### config.mk
export PLATFORM = sky130hd
export DESIGN_NAME = conv_operand_feeder
export DESIGN_NICKNAME = d
export VERILOG_FILES = /design/src/rtl/cnn_pkg.sv /design/src/rtl/conv_window_addr_gen.sv /design/src/rtl/conv_operand_feeder.sv
export SDC_FILE = /design/constraint.sdc
export NUM_CORES = 1
export LEC_CHECK = 0
export BUFFER_PORTS_ARGS = -buffer_cell sky130_fd_sc_hd__buf_4
export CAP_MARGIN = 20
export CORE_UTILIZATION = 45
export DETAILED_ROUTE_END_ITERATION = 16
export SLEW_MARGIN = 15
export SYNTH_ARGS = -nofsm -noshare
export SYNTH_HDL_FRONTEND = slang
export SYNTH_SLANG_ARGS = --single-unit
### constraint.sdc
create_clock -name clk_i -period 3.7 [get_ports clk_i]
set_clock_uncertainty 0.2 [all_clocks]
set_input_delay 0.555 -clock clk_i [delete_from_list [all_inputs] [get_ports clk_i]]
set_output_delay 0.555 -clock clk_i [all_outputs]
set_load 0.01 [all_outputs]
### src/rtl/cnn_pkg.sv
// Shared constants, feeder state type and sizing helpers for the convolution
// operand path that feeds mac_datapath.
package cnn_pkg;

    localparam int DATA_W = 8;
    localparam int ACC_W  = 19;

    typedef enum logic [2:0] {
        ST_IDLE,
        ST_CLEAR,
        ST_FEED,
        ST_DRAIN,
        ST_DONE
    } feed_state_e;

    // Number of valid window positions along one axis.
    function automatic int out_dim(input int size, input int k, input int stride);
        return (size - k) / stride + 1;
    endfunction

    // Counter width that stays legal for a count of one.
    function automatic int cnt_w(input int n);
        return (n > 1) ? $clog2(n) : 1;
    endfunction

endpackage

### src/rtl/conv_window_addr_gen.sv
// Nested window (row/col) and tap (kr/kc) counters; turns the current tap of the
// current window into image and kernel buffer addresses.
module conv_window_addr_gen
    import cnn_pkg::*;
#(
    parameter int IMG_W  = 4,
    parameter int K      = 2,
    parameter int STRIDE = 1,
    parameter int OH     = 3,
    parameter int OW     = 3,
    parameter int AW     = 4,
    parameter int KAW    = 2,
    parameter int RW     = 2,
    parameter int CW     = 2
) (
    input  logic           clk_i,
    input  logic           rst_i,
    input  logic           clr_i,
    input  logic           tap_step_i,
    input  logic           win_step_i,
    output logic [AW-1:0]  img_addr_o,
    output logic [KAW-1:0] ker_addr_o,
    output logic           last_tap_o,
    output logic           last_window_o,
    output logic [RW-1:0]  row_o,
    output logic [CW-1:0]  col_o
);

    localparam int KW = cnt_w(K);

    logic [KW-1:0] kr_q, kr_d, kc_q, kc_d;
    logic [RW-1:0] row_q, row_d;
    logic [CW-1:0] col_q, col_d;

    assign last_tap_o    = (kr_q == KW'(K - 1)) && (kc_q == KW'(K - 1));
    assign last_window_o = (row_q == RW'(OH - 1)) && (col_q == CW'(OW - 1));

    assign img_addr_o = AW'((32'(row_q) * STRIDE + 32'(kr_q)) * IMG_W
                            + 32'(col_q) * STRIDE + 32'(kc_q));
    assign ker_addr_o = KAW'(32'(kr_q) * K + 32'(kc_q));

    assign row_o = row_q;
    assign col_o = col_q;

    always_comb begin
        kr_d  = kr_q;
        kc_d  = kc_q;
        row_d = row_q;
        col_d = col_q;
        if (clr_i) begin
            kr_d  = '0;
            kc_d  = '0;
            row_d = '0;
            col_d = '0;
        end else begin
            // Tap counters wrap to zero after the last tap, ready for the next window.
            if (tap_step_i) begin
                if (kc_q == KW'(K - 1)) begin
                    kc_d = '0;
                    kr_d = last_tap_o ? '0 : kr_q + KW'(1);
                end else begin
                    kc_d = kc_q + KW'(1);
                end
            end
            if (win_step_i) begin
                if (col_q == CW'(OW - 1)) begin
                    col_d = '0;
                    row_d = row_q + RW'(1);
                end else begin
                    col_d = col_q + CW'(1);
                end
            end
        end
    end

    always_ff @(posedge clk_i) begin
        if (rst_i) begin
            kr_q  <= '0;
            kc_q  <= '0;
            row_q <= '0;
            col_q <= '0;
        end else begin
            kr_q  <= kr_d;
            kc_q  <= kc_d;
            row_q <= row_d;
            col_q <= col_d;
        end
    end

endmodule

### src/rtl/conv_operand_feeder.sv
// Holds one feature map and one KxK kernel, then sweeps every output window
// into the MAC: clear, K*K taps, drain, with sum_valid on the completed sum.
module conv_operand_feeder
    import cnn_pkg::*;
#(
    parameter int DATA_W  = cnn_pkg::DATA_W,
    parameter int IMG_W   = 4,
    parameter int IMG_H   = 4,
    parameter int K       = 2,
    parameter int STRIDE  = 1,
    parameter int MAC_LAT = 1,
    localparam int NPIX   = IMG_W * IMG_H,
    localparam int OH     = out_dim(IMG_H, K, STRIDE),
    localparam int OW     = out_dim(IMG_W, K, STRIDE),
    localparam int AW     = cnt_w(NPIX),
    localparam int RW     = cnt_w(OH),
    localparam int CW     = cnt_w(OW)
) (
    input  logic              clk_i,
    input  logic              rst_i,
    input  logic              load_en_i,
    input  logic              load_sel_i,
    input  logic [AW-1:0]     load_addr_i,
    input  logic [DATA_W-1:0] load_data_i,
    input  logic              start_i,
    output logic              busy_o,
    output logic              done_o,
    output logic [DATA_W-1:0] a_o,
    output logic [DATA_W-1:0] b_o,
    output logic              mac_en_o,
    output logic              mac_clr_o,
    output logic              sum_valid_o,
    output logic [RW-1:0]     out_row_o,
    output logic [CW-1:0]     out_col_o
);

    localparam int KAW = cnt_w(K * K);
    localparam int DRW = cnt_w(MAC_LAT);
    localparam longint PIX_MAX = (longint'(1) << DATA_W) - 1;
    localparam longint MAX_SUM = longint'(K * K) * PIX_MAX * PIX_MAX;

    if (MAX_SUM >= (longint'(1) << ACC_W) || MAC_LAT < 1) begin : g_bad_cfg
        $error("conv_operand_feeder: window sum overflows the accumulator or MAC_LAT < 1");
    end

    feed_state_e       state_q, state_d;
    logic [DRW-1:0]    drain_q, drain_d;
    logic              fed_last_q, fed_last_d;
    logic              win_clr, tap_step, win_step;
    logic              last_tap, last_window, idle_like;
    logic [AW-1:0]     img_addr;
    logic [KAW-1:0]    ker_addr;
    logic [DATA_W-1:0] img_mem [NPIX];
    logic [DATA_W-1:0] ker_mem [K*K];

    logic              busy_q, done_q, mac_en_q, mac_clr_q, sum_valid_q;
    logic [DATA_W-1:0] a_q, b_q;

    assign idle_like = (state_q == ST_IDLE) || (state_q == ST_DONE);

    conv_window_addr_gen #(
        .IMG_W (IMG_W), .K (K), .STRIDE (STRIDE), .OH (OH), .OW (OW),
        .AW (AW), .KAW (KAW), .RW (RW), .CW (CW)
    ) u_addr (
        .clk_i         (clk_i),
        .rst_i         (rst_i),
        .clr_i         (win_clr),
        .tap_step_i    (tap_step),
        .win_step_i    (win_step),
        .img_addr_o    (img_addr),
        .ker_addr_o    (ker_addr),
        .last_tap_o    (last_tap),
        .last_window_o (last_window),
        .row_o         (out_row_o),
        .col_o         (out_col_o)
    );

    // Writes only while idle, so a sweep always sees a stable buffer.
    always_ff @(posedge clk_i) begin
        if (load_en_i && idle_like) begin
            if (!load_sel_i) begin
                if (32'(load_addr_i) < NPIX) img_mem[load_addr_i] <= load_data_i;
            end else if (32'(load_addr_i) < K * K) begin
                ker_mem[KAW'(load_addr_i)] <= load_data_i;
            end
        end
    end

    // tap_step issues the tap the counters point at; fed_last_q remembers that
    // the tap now on a/b is the window's final one.
    always_comb begin
        state_d    = state_q;
        drain_d    = drain_q;
        fed_last_d = fed_last_q;
        win_clr    = 1'b0;
        tap_step   = 1'b0;
        win_step   = 1'b0;
        case (state_q)
            ST_IDLE, ST_DONE: begin
                state_d = ST_IDLE;
                if (start_i) begin
                    state_d = ST_CLEAR;
                    win_clr = 1'b1;
                end
            end
            ST_CLEAR: begin
                state_d    = ST_FEED;
                tap_step   = 1'b1;
                fed_last_d = last_tap;
            end
            ST_FEED: begin
                if (fed_last_q) begin
                    state_d = ST_DRAIN;
                    drain_d = '0;
                end else begin
                    tap_step   = 1'b1;
                    fed_last_d = last_tap;
                end
            end
            ST_DRAIN: begin
                if (drain_q == DRW'(MAC_LAT - 1)) begin
                    if (last_window) begin
                        state_d = ST_DONE;
                    end else begin
                        state_d  = ST_CLEAR;
                        win_step = 1'b1;
                    end
                end else begin
                    drain_d = drain_q + DRW'(1);
                end
            end
            default: state_d = ST_IDLE;
        endcase
    end

    always_ff @(posedge clk_i) begin
        if (rst_i) begin
            state_q     <= ST_IDLE;
            drain_q     <= '0;
            fed_last_q  <= 1'b0;
            busy_q      <= 1'b0;
            done_q      <= 1'b0;
            mac_en_q    <= 1'b0;
            mac_clr_q   <= 1'b0;
            sum_valid_q <= 1'b0;
            a_q         <= '0;
            b_q         <= '0;
        end else begin
            state_q     <= state_d;
            drain_q     <= drain_d;
            fed_last_q  <= fed_last_d;
            busy_q      <= (state_d == ST_CLEAR) || (state_d == ST_FEED) || (state_d == ST_DRAIN);
            done_q      <= (state_d == ST_DONE);
            mac_clr_q   <= (state_d == ST_CLEAR);
            mac_en_q    <= tap_step;
            sum_valid_q <= (state_d == ST_DRAIN) && (drain_d == DRW'(MAC_LAT - 1));
            a_q         <= tap_step ? img_mem[img_addr] : '0;
            b_q         <= tap_step ? ker_mem[ker_addr] : '0;
        end
    end

    assign busy_o      = busy_q;
    assign done_o      = done_q;
    assign mac_en_o    = mac_en_q;
    assign mac_clr_o   = mac_clr_q;
    assign sum_valid_o = sum_valid_q;
    assign a_o         = a_q;
    assign b_o         = b_q;

endmodule

==> results of run 1 <==
worst register-to-register path, cell delays in order (launching register included):
cell	delay (ns)
dfxtp_1	0.30
buf_4	0.19
ha_1	0.25
ha_4	0.30
buf_4	0.43
mux2i_1	0.38
nand3_1	0.12
nand4_1	0.17
o22ai_1	0.09
placed cells by master, fill, tap and decap left out, types with 4 or more instances in the layout:
cell / n
a211oi_1: 4
a21oi_1: 6
and2_1: 8
buf_4: 52
clkbuf_16: 17
clkinv_1: 4
clkinv_2: 4
dfxtp_1: 32
edfxtp_1: 160
inv_1: 6
mux2i_1: 64
mux4_2: 8
nand2_1: 6
nand2b_1: 6
nand3_1: 66
nand3b_1: 4
nand4_1: 17
nor2_1: 28
nor3_1: 10
o22ai_1: 8
xnor2_1: 4
flip-flops by register name (all words and copies together), names as in the netlist, 2 cells and up:
register,flops
u_addr.row_o,2
a_o,8
ker_mem,32
u_addr.col_o,2
b_o,8
img_mem,128
state_q,3
power breakdown:
part | switching, mW | internal (mW) | total [mW]
Combinational | 0.148 | 0.0843 | 0.232
Clock | 0.748 | 0.914 | 1.66
Sequential | 0.0155 | 2.37 | 2.38
Total | 0.911 | 3.36 | 4.28
through the flow:
step                hold slack (ns)  utilization, %
floorplan                     0.274               -
global placement              0.308            50.4
detailed placement            0.317            50.4
CTS                           0.136            53.7
global route                  0.140            53.7
finish                        0.160            53.7
path summary, 6_finish.rpt:
check                       end  depth (start not counted)  slack (ns)                      from
max           a_o[2]$_SDFF_PP0_                          8        1.14  u_addr.kc_q$_SDFFE_PP0P_
min           busy_o$_SDFF_PP0_                          2        0.16                     rst_i
max reg2reg   a_o[2]$_SDFF_PP0_                          8        1.14  u_addr.kc_q$_SDFFE_PP0P_
min reg2reg  drain_q$_SDFF_PP0_                          1        0.32        drain_q$_SDFF_PP0_
per-layer routing:
| metal | vias up | routed length [um] | global-route usage (%) |
|---|---|---|---|
| li1 | 1960 | - | - |
| met1 | 2134 | 7390 | 28.9 |
| met2 | 160 | 7610 | 31.2 |
| met3 | 23 | 1100 | 5.11 |
| met4 | 0 | 340 | 8.18 |
| met5 | - | 0 | 0 |
Yosys cell counts:
master and count:
a211o_1 1, a211oi_1 4, a211oi_4 1, a21oi_1 6, and2_1 8, and3_1 2
buf_1 1, buf_2 8, buf_6 1, clkbuf_1 16, dfxtp_1 32, edfxtp_1 160
ha_1 4, inv_1 6, mux2i_1 64, mux4_2 8, nand2_1 6, nand2_4 1
nand2b_1 6, nand3_1 66, nand3b_1 4, nand4_1 17, nand4bb_1 1, nor2_1 28
nor2b_1 1, nor3_1 10, nor4_1 1, nor4b_1 1, nor4bb_1 1, o21ai_0 3
o22ai_1 8, o311a_1 1, or3b_2 1, or3b_4 1, xnor2_1 5, xor2_1 2
cell type report:
type                       count  area share, %
clock buffer                  19           5.02
inverter                       6          0.261
tap                          216           3.14
sequential                   192           63.2
clock inverter                13           1.12
multi-input combinational    262           22.5
timing repair buffer          53           4.76
cells by family after synthesis:
| family | Yosys count |
|---|---|
| flops | 192 |
| simple gates | 155 |
| mux | 72 |
| buf+inv | 32 |
| compound gates | 24 |
| xor+xnor | 7 |
| fa+ha+maj | 4 |
==> qor.csv, run 1 <==
metric,value,unit
status,"complete, no violations",
min cycle time layout,2.56,ns
top post-synthesis cells by area,"edfxtp_1, dfxtp_1, mux2i_1",
Crit Path Class,flip-flop to flip-flop,
full die area,17200,um2
Max IR drop VDD,0.328,mV
final WL,16.4,mm
relative slew slack,44.0,%
clk slew on worst S/H paths,0.06,ns
Rows,46,
measured slew at the worst slew-check pin,0.836,ns
min-delay worst type,primary input to flip-flop,
Layout Area Growth over Synthesis,15.0,%
"Hold-fix buffers, CTS",0,
Synth Area in XOR/XNOR,0.818,%
CTS H-tree lvls,4,
area of the multi-input gates,1940,um2
max incr delay on CP,0.43,ns
Yosys cell types,36,
Seq. cell area,5450,um2
core area,16100,um2
YS warnings,0,
WP data arrival,2.65,ns
Synth Area in Compound Gates,2.19,%
Synth Net Count,507,
Port Buffers,41,
GP Congestion,0.829,
Synth Register Bits,192,
Final Non-Filler Cells,761,
"Cell Area, Placed",8090,um2
largest family of logic cells by synthesized area,multiplexers,
slowest CP cell,buf_4,
MaxCap Viol Count,0,
"Hold Vio Cnt, Final",0,
adder-cell share of the synthesized area,0.668,%
setup violators final,0,
Die Ht,131,um
Setup WS pre-CTS,1.04,ns
cell repeated most along the worst path,buf_4,
CTS tree,yes,
mux contribution to synthesized area,10.9,%
DRC viols,0,
Crit path max-delay family,buffers and inverters,
Power per Cell Area,496,nW/um2
CP required,3.79,ns
vias per inst,5.62,
DRT Pass-1 Iters,6,
global route total overflow,0,
RSZ-0062 raised after global routing,no,
Max clock buf depth,2,
DR vias,4277,
Iter 0 DRT Violations,476,
All-Layer GR Usage,20.7,%
largest net degree at the start of global routing,36,
global-route wire length before repair,24.6,mm
"area leader, netlist",edfxtp_1,
final slew viol count,0,
top-level port count,42,
Worst Path Buf+Inv,2,
Final Instance Area,8620,um2
Setup TNS Final,0,ns
critical path peak fanout,29,
fraction of layout cells with a size suffix above 1,17.2,%
Die Wd,131,um
Worst setup EP type,flip-flop,
hpwl dp,10.9,mm
antenna violations before repair,0,
Fillers,1287,
CTS Buf Count,17,
Synth Area per Inst,15.4,um2
startpoint types,flip-flop,
Placed Cells,729,
ANT cells,0,
Final Cycle Share,69.2,%
Netlist Area Pre-Place,7500,um2
CTS resizes,0,
Initial Util,46.7,%
worst setup slack after layout,1.14,ns
WL/cell,21.6,um
Mapped Cells,486,
post-synth top area share,64.1,%
number of global-route vias before repair,4130,
Pwr Total,4.28,mW
Simple-Gate Fraction of Synth Area,10.9,%
post-synthesis sequential area ratio,72.6,%
number of routed nets with antenna violations,0,
achievable frequency,390,MHz
clock root cell,clkbuf_16,
Leakage,2.76,nW
Post-CTS Setup Bufs,0,
CP Cell Sequence,"buf_4, ha_1, ha_4, buf_4, mux2i_1, nand3_1, nand4_1, o22ai_1",
clk_lat worst skew,0.43,ns
Clock Sinks,192,
Layout Nets,553,
(Power assumes the default switching activity.)
==> run 2, diff against run 1 <==
- clock period: 3.7 -> 2.35 ns (I/O delays scaled with it)
==> qor.csv, run 2 (same netlist as run 1, synthesis figures left out) <==
metric,value,unit,change
relative slew slack,67.8,%,+24 points
CP required,2.27,ns,-1.52 ns
CTS H-tree lvls,4,,unchanged
min cycle time layout,2.18,ns,-0.380 ns
RSZ-0062 raised after global routing,no,,
ANT cells,0,,unchanged
Port Buffers,41,,unchanged
max reg flops,128,,unchanged
top-level port count,42,,unchanged
antenna violations before repair,0,,unchanged
Iter 0 DRT Violations,247,,-48%
DR vias,4279,,+0.047%
Layout Area Growth over Synthesis,18.3,%,
Max clock buf depth,2,,unchanged
"Hold Vio Cnt, Final",0,,unchanged
met2 usage,31.8,%,+0.56 points
WP data arrival,2.10,ns,-0.55 ns
Crit Path Class,flip-flop to flip-flop,,
Die Wd,131,um,unchanged
DRT Pass-1 Iters,4,,-2
final WL,15.7,mm,-4.8%
vias per inst,5.47,,-2.6%
biggest regs,"img_mem x128, ker_mem x32",,
WL/cell,20.0,um,-7.3%
status,"complete, no violations",,
Clock Sinks,192,,unchanged
Max IR drop VDD,0.482,mV,+47%
startpoint types,flip-flop,,
cell repeated most along the worst path,buf_4,,
MaxCap Viol Count,0,,unchanged
achievable frequency,458,MHz,+17%
CTS resizes,0,,unchanged
"Cell Area, Placed",8280,um2,+2.4%
Final Cycle Share,92.8,%,+24 points
met1 GRT Util,26.2,%,-2.7 points
number of routed nets with antenna violations,0,,unchanged
min-delay worst type,primary input to flip-flop,,
Setup TNS Final,0,ns,unchanged
Rows,46,,unchanged
Switching Share,21.5,%,+0.25 points
setup violators final,0,,unchanged
critical path peak fanout,10,,-66%
switching power total,1.47,mW,+61%
Final Non-Filler Cells,782,,+2.8%
Leakage,2.92,nW,+5.8%
full die area,17200,um2,unchanged
max incr delay on CP,0.51,ns,+0.08 ns
clk slew on worst S/H paths,0.07,ns,about the same
Power per Cell Area,769,nW/um2,+55%
All-Layer GR Usage,19.7,%,-0.99 points
global route total overflow,0,,unchanged
"most common cell after layout, fill and taps aside",edfxtp_1,,
global-route wire length before repair,23.8,mm,-3.1%
DRC viols,0,,unchanged
share of power burned in registers,54.9,%,-0.8 points
clk_lat worst skew,0.42,ns,about the same
Pwr Total,6.82,mW,+60%
clock root cell,clkbuf_16,,
fraction of layout cells with a size suffix above 1,20.8,%,+3.6 points
hpwl dp,9.79,mm,-10%
Worst Path Buf+Inv,2,,unchanged
Worst setup EP type,flip-flop,,
number of global-route vias before repair,4181,,+1.2%
core area,16100,um2,unchanged
met3 Track Usage GR,4.67,%,-0.45 points
logic gate share of total power,5.8,%,+0.4 points
most used cells in the layout excluding fill and tap cells,"edfxtp_1, buf_4, nand3_1",,
GP Congestion,0.806,,-2.9%
Final Instance Area,8870,um2,+2.9%
Die Ht,131,um,unchanged
slowest CP cell,nor4b_1,,
Placed Cells,748,,+2.6%
Biggest register,img_mem,,
measured slew at the worst slew-check pin,0.477,ns,-0.360 ns
Initial Util,46.7,%,unchanged
Fillers,1276,,-0.85%
final slew viol count,0,,unchanged
Crit path max-delay family,simple AND/OR/NAND/NOR gates,,
grt peak-use layer,met2,,
CTS tree,yes,,
CP Cell Sequence,"nor4b_1, buf_4, nand3b_1, nor3_1, buf_4",,
Layout Nets,574,,+3.8%
largest net degree at the start of global routing,33,,-8.3%
Internal,5.35,mW,+59%
CTS Buf Count,17,,unchanged
Clock power frac,39.3,%,+0.4 points
[run 2: final cells by class]
cell class | instances | area (um2) | share of cell area [%]
Multi-Input combinational cell | 262 | 1940 | 21.9
Inverter | 6 | 22.5 | 0.254
Clock buffer | 21 | 482 | 5.43
Timing Repair Buffer | 74 | 633 | 7.14
Clock inverter | 11 | 75.1 | 0.846
Tap cell | 216 | 270 | 3.05
Sequential cell | 192 | 5450 | 61.4
[run 2: layer usage]
layer	share of wire, %	wire length [um]
met1	45	7060
met2	48	7460
met3	5.4	848
met4	1.8	284
met5	0	0
[run 2: power groups by stage]
stage	Clock, mW	Sequential, mW	Combinational (mW)
final	2.68	3.74	0.397
after global routing	2.86	3.75	0.432
after CTS	2.72	3.75	0.395
after detailed placement	0	3.82	0.392
after global placement	0	3.82	0.386
after floorplan	0	3.82	0.198
[run 2: path summary, 6_finish.rpt]
| path | startpoint | endpoint | slack [ns] | cells past startpoint |
|---|---|---|---|---|
| max | state_q[1]$_SDFF_PP0_ | img_mem[4][1]$_DFFE_PP_ | 0.17 | 5 |
| min | load_data_i[5] | img_mem[15][5]$_DFFE_PP_ | 0.08 | 1 |
| max reg2reg | state_q[1]$_SDFF_PP0_ | img_mem[4][1]$_DFFE_PP_ | 0.17 | 5 |
| min reg2reg | drain_q$_SDFF_PP0_ | drain_q$_SDFF_PP0_ | 0.32 | 1 |
[run 2: per-stage QoR]
stage,utilization [%],setup slack (ns),hold slack [ns]
floorplan,-,0.0165,0.225
global placement,51.6,0.0917,0.315
detailed placement,51.6,0.0394,0.329
CTS,55.1,0.0187,0.0719
global route,55.2,0.0396,0.0829
finish,55.2,0.168,0.0799
[run 2: repair_timing]
| action | 4_1_cts | 5_1_grt |
|---|---|---|
| buffers inserted | 0 | 1 |
| setup endpoints to repair | 0 | 1 |
| endpoints found under the hold margin | 3 | 0 |
| hold buffers | 1 | 0 |
[run 2: worst reg2reg max path, cell delays in order (launching register included)]
cell,delay (ns)
dfxtp_1,0.41
nor4b_1,0.51
buf_4,0.21
nand3b_1,0.16
nor3_1,0.17
buf_4,0.21
